## config.mk

```make
export PLATFORM = sky130hd
export DESIGN_NAME = bf_input_responder
export DESIGN_NICKNAME = d
export VERILOG_FILES = /design/src/rtl/bf_input_responder.sv
export SDC_FILE = /design/constraint.sdc
export NUM_CORES = 1
export LEC_CHECK = 0
export BUFFER_PORTS_ARGS = -buffer_cell sky130_fd_sc_hd__buf_2
export CAP_MARGIN = 5
export CORE_MARGIN = 4
export CORE_UTILIZATION = 57
export DETAILED_ROUTE_END_ITERATION = 10
export PLACE_DENSITY = 0.91
export SLEW_MARGIN = 20
export SYNTH_ARGS = -nofsm -noshare
export SYNTH_HDL_FRONTEND = slang
export SYNTH_SLANG_ARGS = --single-unit
```

## constraint.sdc

```tcl
create_clock -name clk -period 2.4 [get_ports clk]
set_input_delay 0 -clock clk [delete_from_list [all_inputs] [get_ports clk]]
set_output_delay 0 -clock clk [all_outputs]
set_load 0.01 [all_outputs]
```

## src/rtl/bf_input_responder.sv

```systemverilog
// bf_input_responder: responder side of the ',' read-input handshake.
// Synchronises and debounces the user key, captures the switch byte on a fresh
// press while the controller is waiting, pulses inputDone, then waits for key release.
`timescale 1ns/1ps
module bf_input_responder #(
    parameter int unsigned DATA_W          = 8,
    parameter int unsigned DEBOUNCE_CYCLES = 16,
    parameter int unsigned HOLD_CYCLES     = 2
) (
    input  logic              clk,
    input  logic              reset,
    input  logic              key_raw,
    input  logic [DATA_W-1:0] sw,
    input  logic              din_req,
    output logic              inputDone,
    output logic [DATA_W-1:0] din,
    output logic              busy
);

    localparam int unsigned CntW  = $clog2(DEBOUNCE_CYCLES + 1);
    localparam int unsigned HoldW = $clog2(HOLD_CYCLES + 1);
    localparam logic [CntW-1:0]  CntLast  = CntW'(DEBOUNCE_CYCLES - 1);
    localparam logic [HoldW-1:0] HoldLast = HoldW'(HOLD_CYCLES - 1);

    typedef enum logic [1:0] {StIdle, StArmed, StDone, StRelease} state_e;

    logic              r_key_s1;
    logic              r_key_s;
    logic [DATA_W-1:0] r_sw_s1;
    logic [DATA_W-1:0] r_sw_s;
    logic [CntW-1:0]   r_cnt;
    logic              r_key_db;
    logic              r_key_db_q;
    logic              w_press;

    state_e            r_state;
    state_e            w_state_d;
    logic              r_done;
    logic              w_done_d;
    logic [DATA_W-1:0] r_din;
    logic [DATA_W-1:0] w_din_d;
    logic [HoldW-1:0]  r_hold;
    logic [HoldW-1:0]  w_hold_d;

    // Two-flop synchronisers for the asynchronous key and switch inputs.
    always_ff @(posedge clk or posedge reset) begin
        if (reset) begin
            r_key_s1 <= 1'b0;
            r_key_s  <= 1'b0;
            r_sw_s1  <= '0;
            r_sw_s   <= '0;
        end else begin
            r_key_s1 <= key_raw;
            r_key_s  <= r_key_s1;
            r_sw_s1  <= sw;
            r_sw_s   <= r_sw_s1;
        end
    end

    // Debounce: key_db follows key_s only after it has disagreed for DEBOUNCE_CYCLES cycles.
    always_ff @(posedge clk or posedge reset) begin
        if (reset) begin
            r_cnt      <= '0;
            r_key_db   <= 1'b0;
            r_key_db_q <= 1'b0;
        end else begin
            r_key_db_q <= r_key_db;
            if (r_key_s != r_key_db) begin
                if (r_cnt == CntLast) begin
                    r_key_db <= r_key_s;
                    r_cnt    <= '0;
                end else begin
                    r_cnt <= r_cnt + 1'b1;
                end
            end else begin
                r_cnt <= '0;
            end
        end
    end

    // Rising edge of the debounced key, one cycle wide.
    assign w_press = r_key_db & ~r_key_db_q;

    // Handshake state, capture register, done flag and hold counter.
    always_ff @(posedge clk or posedge reset) begin
        if (reset) begin
            r_state <= StIdle;
            r_done  <= 1'b0;
            r_din   <= '0;
            r_hold  <= '0;
        end else begin
            r_state <= w_state_d;
            r_done  <= w_done_d;
            r_din   <= w_din_d;
            r_hold  <= w_hold_d;
        end
    end

    // Next-state logic; a dropped request beats a simultaneous press.
    always_comb begin
        w_state_d = r_state;
        w_done_d  = r_done;
        w_din_d   = r_din;
        w_hold_d  = r_hold;
        unique case (r_state)
            StIdle: begin
                if (din_req) w_state_d = StArmed;
            end
            StArmed: begin
                if (!din_req) begin
                    w_state_d = StIdle;
                end else if (w_press) begin
                    w_state_d = StDone;
                    w_din_d   = r_sw_s;
                    w_done_d  = 1'b1;
                    w_hold_d  = '0;
                end
            end
            StDone: begin
                if (r_hold == HoldLast) begin
                    w_state_d = StRelease;
                    w_done_d  = 1'b0;
                    w_hold_d  = '0;
                end else begin
                    w_hold_d = r_hold + 1'b1;
                end
            end
            StRelease: begin
                w_done_d = 1'b0;
                if (!r_key_db) w_state_d = StIdle;
            end
            default: w_state_d = StIdle;
        endcase
    end

    // Outputs come straight from registers (busy decodes the state register).
    always_comb begin
        inputDone = r_done;
        din       = r_din;
        busy      = (r_state != StIdle);
    end

endmodule

```

==> Implementation_results.wiki, run 1 <==
{| class="wikitable"
! Metric !! Value
|-
| Post-route cell area || around 1700 um2
|-
| Final slew viol count || 0
|-
| Mean area per synthesized cell || roughly 15 um2
|-
| Y dimension of the die || between 50 and 60 um
|-
| Remaining routing DRC violations || 0
|-
| Post-synthesis to final-layout area growth || 28.7%
|-
| Global-route met1 utilization || around a fifth
|-
| Standard cell core area || ~2000 um2
|-
| Yosys cell types || 23
|-
| Via count || about 740
|-
| Flip-flop and latch count after synthesis || 38
|-
| Final nets || approximately 140
|-
| Number of endpoints with negative hold slack in the final report || 0
|-
| Worst-case clock skew || about 0.010 ns
|-
| Largest net degree at the start of global routing || 39
|-
| Setup TNS Final || 0 ns
|-
| Total congestion overflow after global routing || 0
|-
| Number of global-route vias before repair || roughly 800
|-
| Power per standard cell area || 892 nW/um2
|-
| Final wirelength || ~2.3 mm
|-
| Number of placement rows || 16
|-
| Initial core utilization || about 63%
|-
| Max FO, Critical Path || 10
|-
| Reg2reg end || din[1]
|-
| Switching share of total power || roughly 23%
|-
| Post-Route Hold Slack || roughly 0.30 ns
|-
| Category of the worst setup path launch point || register
|-
| Maximum clock rate || around 600 MHz
|-
| Fin crit period || between 1.5 and 2 ns
|-
| Share of total power in combinational logic || between 10% and 20%
|-
| Busiest grt layer || met2
|-
| Num Clock Sinks || 38
|-
| Fraction of met3 tracks used by global routing || roughly 6.1%
|-
| Number of H-tree levels || 2
|-
| Sequential share of the synthesized area || between 70% and 80%
|-
| Design internal power || between 1 and 1.5 mW
|-
| Detailed-route wire length per cell || between 10 and 15 um
|-
| Synth area leader || dfrtp_1
|-
| Most area-consuming cells after synthesis || dfrtp_1 (74%), mux2_2 (7.9%), xor2_1 (2.0%), o21ai_0 (1.9%), nor2_1 (1.8%)
|-
| CP Class || reg2reg
|-
| Synthesis Warnings || 0
|-
| Clock Power Share || approximately 38%
|-
| Total power after layout || about 1.5 mW
|-
| Max-cap check violation count || 0
|-
| Final clock period utilization by the worst path || about two thirds
|-
| Maximum clock path buffer count || 2
|-
| Cts repair resizes || 0
|-
| Global routing met2 resource utilization || between 30% and 40%
|-
| Detail Route Antenna Nets || 0
|-
| Measured slew at the worst slew-check pin || 0.489 ns
|-
| Category of the worst setup path capture point || register
|-
| Proportion of power drawn by flip-flops and latches || roughly half
|-
| Worst-path clk slew || between 0.1 and 0.15 ns
|-
| Worst hold path type || in2reg
|-
| Clock insertion delay at the later pin of the skew report || about 0.34 ns
|-
| Endpoints failing setup || 0
|-
| Setup slack, reg-to-reg || around 0.78 ns
|-
| X dimension of the die || roughly 55 um
|-
| Leakage power of the design || 0.853 nW
|-
| Number of vias per cell after detailed routing || just under 5
|-
| Number of antenna cells inserted || 0
|-
| WP data arrival || 1.85 ns
|-
| Required time worst endpoint || 2.63 ns
|-
| Global placer's final weighted congestion || 0.704
|-
| Cell area after placement || between 1000 and 1500 um2
|-
| Number of I/O port buffers || 21
|-
| Crit path to || din[1]
|-
| Die Area || about 3100 um2
|-
| Peak supply drop || approximately 860 uV
|-
| R2R depth || 3
|-
| Reported net switching power || 336 uW
|-
| TritonCTS clock tree || yes
|-
| Netlist Area Pre-Place || around 1300 um2
|-
| Inserted Clock Buffers || 5
|-
| Share of Yosys cell area claimed by the top area cell type || 74.1%
|-
| Placed wire-length estimate || roughly 1.5 mm
|-
| Violation count after the first detailed-routing iteration || 9
|-
| Syn nets || between 90 and 100
|-
| Count of TritonRoute iterations in the first routing pass || 4
|-
| Fraction of layout instances using a drive strength above 1 || a little over a third
|-
| First-pass GRT wire length || approximately 3.9 mm
|-
| Relative slew slack || 67.3%
|-
| Overall global routing resource usage || 17.0%
|-
| Result of the run || finished, final reports clean
|-
| Initial antenna violation count || 0
|-
| Unrepaired setup endpoints after global routing || no
|-
| Post-Synthesis Cells || 83
|-
| Buffer cell driving the clock tree root || clkbuf_4
|-
| Ports || 22
|}
registers in the layout (all words and copies together) (netlist names), named ones only:
register    count
r_sw_s1         8
r_cnt           5
din             8
r_hold          2
r_key_db_q      1
inputDone       1
r_key_db        1
r_sw_s          8
r_state         1
r_key_s1        1
r_key_s         1
logic make-up (layout without fill, tap and decap cells):
kind of cell / Yosys count / after routing / synth area share (%)
flops: 38 / 38 / 74.1
xor+xnor: 3 / 3 / 2.05
mux: 9 / 9 / 7.89
buf+inv: 3 / 44 / 0.877
simple gates: 19 / 19 / 9.46
compound gates: 10 / 10 / 4.68
fa+ha+maj: 1 / 1 / 0.975
layout by cell type (no fill, tap or decap), types with 2 or more instances in the layout:
cell type	instances
bufinv_16	2
o21ai_0	5
dlygate4sd3_1	11
mux2_2	9
dfrtp_1	38
buf_2	21
nor2_1	6
nand3_1	2
a21oi_1	2
clkbuf_4	5
xor2_1	3
inv_1	3
worst min path at each step:
stage	from	end	slack, ns	depth (start not counted)
after floorplan	key_raw	r_key_s1	0.03	0
after global placement	reset	r_key_s1	0.11	3
after detailed placement	sw[3]	r_sw_s1[3]	0.11	1
after CTS	sw[7]	r_sw_s1[7]	0.28	2
after global routing	sw[6]	r_sw_s1[6]	0.29	2
final	sw[3]	r_sw_s1[3]	0.30	2
critical path, cell delays in order, from the launching register on:
cell      delay (ns)
dfrtp_1         0.47
nand2b_4        0.19
nor3_4          0.44
mux2_2          0.42
repair_timing:
action                    in CTS  in global routing
hold buffers                  11                  0
buffers inserted               0                  0
hold endpoints to repair      48                  0
synth_stat cells (all sizes together):
cell,instances
a21o,1
a21oi,2
and2,1
and3,1
dfrtp,38
ha,1
inv,3
mux2,9
nand2,1
nand2b,2
nand3,2
nand3b,1
nor2,6
nor2b,1
nor3,1
o21ai,5
o22a,1
o22ai,1
or2,1
or2b,2
xor2,3
per-layer routing:
metal | share of wire [%] | vias to the layer above
li1 | - | 356
met3 | 5.0 | 0
met2 | 55 | 22
met1 | 40 | 361
met5 | 0 | -
met4 | 0 | 0
power by group through the flow:
| stage | clock (mW) | combinational [mW] | sequential [mW] |
|---|---|---|---|
| after detailed placement | 0 | 0.167 | 0.752 |
| after floorplan | 0 | 0.120 | 0.739 |
| after global placement | 0 | 0.153 | 0.744 |
| final | 0.556 | 0.179 | 0.739 |
| after global routing | 0.593 | 0.202 | 0.749 |
| after CTS | 0.565 | 0.180 | 0.740 |
layout make-up:
| type | instances | area (um2) |
|---|---|---|
| Sequential cell | 38 | 951 |
| Fill cell | 130 | 390 |
| Multi-Input combinational cell | 42 | 322 |
| Timing Repair Buffer | 33 | 223 |
| Clock inverter | 2 | 60.1 |
| Clock buffer | 6 | 51.3 |
| Tap cell | 27 | 33.8 |
| Inverter | 3 | 11.3 |
metrics by stage:
stage | util, % | setup slack (ns) | instances
after floorplan | - | 0.987 | 83
after global placement | 70.0 | 0.900 | 132
after detailed placement | 70.0 | 0.805 | 132
after CTS | 80.9 | 0.788 | 151
after global routing | 80.9 | 0.718 | 151
final | 80.9 | 0.777 | 151
Note: power is estimated with default switching activity, not from simulation.
==> inputs of run 2 (changes only) <==
--- a/config.mk
+++ b/config.mk
@@ -5,12 +5,13 @@
 export SDC_FILE = /design/constraint.sdc
 export NUM_CORES = 1
 export LEC_CHECK = 0
+export ABC_AREA = 1
 export BUFFER_PORTS_ARGS = -buffer_cell sky130_fd_sc_hd__buf_2
 export CAP_MARGIN = 5
 export CORE_MARGIN = 4
-export CORE_UTILIZATION = 57
+export CORE_UTILIZATION = 48
 export DETAILED_ROUTE_END_ITERATION = 10
-export PLACE_DENSITY = 0.91
+export PLACE_DENSITY = 0.83
 export SLEW_MARGIN = 20
 export SYNTH_ARGS = -nofsm -noshare
 export SYNTH_HDL_FRONTEND = slang
==> constraint.sdc (replaced) <==
create_clock -name clk -period 1.45 [get_ports clk]
set_input_delay 0 -clock clk [delete_from_list [all_inputs] [get_ports clk]]
set_output_delay 0 -clock clk [all_outputs]
set_load 0.01 [all_outputs]
==> run 2 against run 1 <==
Against the previous run: largest power group unchanged; global-route usage shrank 2.3 points; clock power up 22%; synthesized cell count grew 39%; via count increased by 19%; cell area shrank 1.4%; clock skew decreased by 0.0068 ns; count of clock-buffer cells in the layout fell by 1; combinational power barely moved; first-iteration DRC count rose to 4.2 times the previous value; wire length is 1.4% lower.
==> Implementation_results.wiki, run 2 <==
{| class="wikitable"
! Metric !! Value
|-
| Result of the run || finished, final reports clean
|-
| Initial antenna violation count || 0
|-
| Ports || 22
|-
| Fin crit period || between 1 and 1.5 ns
|-
| Hold wc startpoint || din_req
|-
| Setup TNS Final || 0 ns
|-
| Number of I/O port buffers || 21
|-
| Area fraction in and, or, nand and nor cells after synthesis || about 18%
|-
| Final nets || between 150 and 200
|-
| Required time worst endpoint || approximately 1.7 ns
|-
| Category of the worst setup path capture point || register
|-
| Max FO, Critical Path || 9
|-
| Violation count after the first detailed-routing iteration || 38
|-
| Number of inserted filler cells in the final layout || just over 200
|-
| Synthesis Warnings || 0
|-
| Via count || between 800 and 900
|-
| Clock insertion delay at the later pin of the skew report || approximately 0.33 ns
|-
| Worst hold path type || in2reg
|-
| Detail Route Antenna Nets || 0
|-
| Most common cell in the synthesized netlist || dfrtp_1
|-
| Category of the worst setup path launch point || register
|-
| Buffer cell driving the clock tree root || clkbuf_4
|-
| Worst-path clk slew || around 0.10 ns
|-
| Number of placement rows || 18
|-
| Synth area leader || dfrtp_1
|-
| Cell area after placement || between 1000 and 1500 um2
|-
| Number of antenna cells inserted || 0
|-
| Fraction of layout instances using a drive strength above 1 || between 20% and 30%
|-
| Final clock period utilization by the worst path || approximately nine tenths
|-
| Overall global routing resource usage || 14.8%
|-
| Number of global-route vias before repair || 864
|-
| Maximum clock rate || slightly below 800 MHz
|-
| Post-Synthesis Cells || approximately 120
|-
| Number of H-tree levels || 2
|-
| Flip-flop and latch count after synthesis || 38
|-
| Fraction of synthesized area in multiplexers || 0%
|-
| Mean area per synthesized cell || approximately 11 um2
|-
| Worst-case clock skew || about 0.0034 ns
|-
| Largest net degree at the start of global routing || 39
|-
| Fraction of synthesized cell area in xor and xnor cells || approximately 1.4%
|-
| CP Class || reg2reg
|-
| X dimension of the die || ~60 um
|-
| First-pass GRT wire length || between 3 and 4 mm
|-
| Sequential share of the synthesized area || roughly three quarters
|-
| Remaining routing DRC violations || 0
|-
| Syn nets || between 100 and 150
|-
| Most frequent cells after synthesis || dfrtp_1 (38), nand2_1 (37), nor2_1 (8)
|-
| Post-synthesis compound-gate area fraction || between 3 and 4%
|-
| WP data arrival || around 1.5 ns
|-
| TritonCTS clock tree || yes
|-
| Most area-consuming cells after synthesis || dfrtp_1 (73%), nand2_1 (11%), nor2_1 (2.3%), a21oi_1 (1.9%), inv_1 (1.7%)
|-
| Inserted Clock Buffers || 5
|-
| Initial core utilization || between 50% and 60%
|-
| Worst Setup SP || r_key_db
|-
| Die Area || 3600 um2
|-
| Peak supply drop || slightly below 900 uV
|-
| Leakage power of the design || 0.878 nW
|-
| Final wirelength || between 2 and 2.5 mm
|-
| Share of Yosys cell area claimed by the top area cell type || 73.3%
|-
| Netlist Area Pre-Place || about 1300 um2
|-
| Commonest non-fill, non-tap cells in the layout || dfrtp_1 (38), nand2_1 (37), buf_2 (21), dlygate4sd3_1 (10), nor2_1 (8)
|-
| Number of vias per cell after detailed routing || 4.76
|-
| Detailed-route wire length per cell || 12.1 um
|-
| Unrepaired setup endpoints after global routing || no
|-
| Footprint of the multi-input gates || slightly above 300 um2
|-
| Seq. cell area || between 900 and 1000 um2
|-
| Share of async-settable or async-resettable flops after synthesis || between 90% and 100%
|-
| Yosys cell types || 18
|-
| Dominant combinational cell family by area after synthesis || simple AND/OR/NAND/NOR gates
|-
| Relative slew slack || 70.5%
|-
| Max-cap check violation count || 0
|-
| Leading cell type in the layout, fill and taps excluded || dfrtp_1
|-
| Measured slew at the worst slew-check pin || between 0.4 and 0.5 ns
|-
| Buffer count from post-CTS setup fixing || 0
|-
| Post-synthesis to final-layout area growth || 25.5%
|-
| Number of enable-type register cells in the synthesized netlist || 0
|-
| Global placer's final weighted congestion || a little under 0.9
|-
| Num Clock Sinks || 38
|-
| Final slew viol count || 0
|-
| Maximum clock path buffer count || 2
|-
| Flip-flop cell with the highest count after synthesis || dfrtp_1
|-
| Count of TritonRoute iterations in the first routing pass || 4
|-
| Placed wire-length estimate || approximately 1.5 mm
|-
| Power per standard cell area || between 1000 and 1500 nW/um2
|-
| Standard cell core area || around 2500 um2
|-
| Y dimension of the die || about 60 um
|-
| Adder-Cell Fraction of Synth Area || less than 1%
|-
| Post-route cell area || 1630 um2
|-
| Number of endpoints with negative hold slack in the final report || 0
|-
| Endpoints failing setup || 0
|-
| Post-Route Hold Slack || ~0.1 ns
|-
| Total congestion overflow after global routing || 0
|-
| Reg2Reg Launch Point || r_key_db
|}
[run 2: cell types whose count changed after synthesis, sizes merged, moves of 3 or more]
cell / delta
nand2: +37
mux2: -9
inv: +6
nor2: +4
a21oi: +3
[run 2: worst max-delay path: stages, from the launching register on]
cell and delay, ns:
dfrtp_1 0.43, inv_2 0.06, nor2_2 0.13, nand4_2 0.22
buf_4 0.23, nand2_1 0.06, nand2_1 0.05
[run 2: final cells by class]
type	instances	share of cell area (%)
multi-input cells	67	18.9
clock buffers	5	2.31
well taps	30	2.31
flip-flops and latches	38	58.4
clock inverters	3	2.46
inverters	9	2.08
repair buffers	33	13.5
[run 2: cells by family after synthesis]
family | Yosys count
AND/OR/NAND/NOR | 55
flip-flops | 38
buffers and inverters | 10
AO/OA/AOI/OAI | 9
XOR/XNOR | 2
adder cells (fa/ha/maj) | 1
[run 2: timing repair]
item | in CTS | in global routing
hold endpoints to repair | 47 | 0
gates resized for setup | 0 | 0
hold buffers | 10 | 0
[run 2: report_power, final]
group / leakage [nW] / switching, mW / internal [mW]
clock: 0.0450 / 0.319 / 0.357
combinational: 0.359 / 0.100 / 0.0817
sequential: 0.474 / 0.0416 / 1.11
total: 0.878 / 0.460 / 1.55
[run 2: metrics by stage]
| step | cells | setup WS, ns | power [mW] | utilization [%] |
|---|---|---|---|---|
| floorplan | 115 | 0.376 | 1.27 | - |
| global placement | 167 | 0.252 | 1.32 | 57.5 |
| detailed placement | 167 | 0.169 | 1.34 | 57.5 |
| CTS | 185 | 0.141 | 2.04 | 64.5 |
| global route | 185 | 0.0101 | 2.12 | 64.5 |
| finish | 185 | 0.153 | 2.01 | 64.5 |
[run 2: worst paths after layout]
path,endpoint,slack (ns),cells past startpoint
max,din[3],0.15,6
min,inputDone,0.1,6
max reg2reg,din[3],0.15,6
min reg2reg,r_sw_s[0],0.36,0
max in group asynchronous,r_cnt[3],0.84,4
min in group asynchronous,r_sw_s1[2],0.29,4
[run 2: layer usage]
metal  up-vias  routed length [um]  track usage, %
met3         5                 108            4.54
met4         0                  34            6.65
met5         -                   0               0
met1       422                 907            18.4
li1        436                   -               -
met2        18                1180            23.6
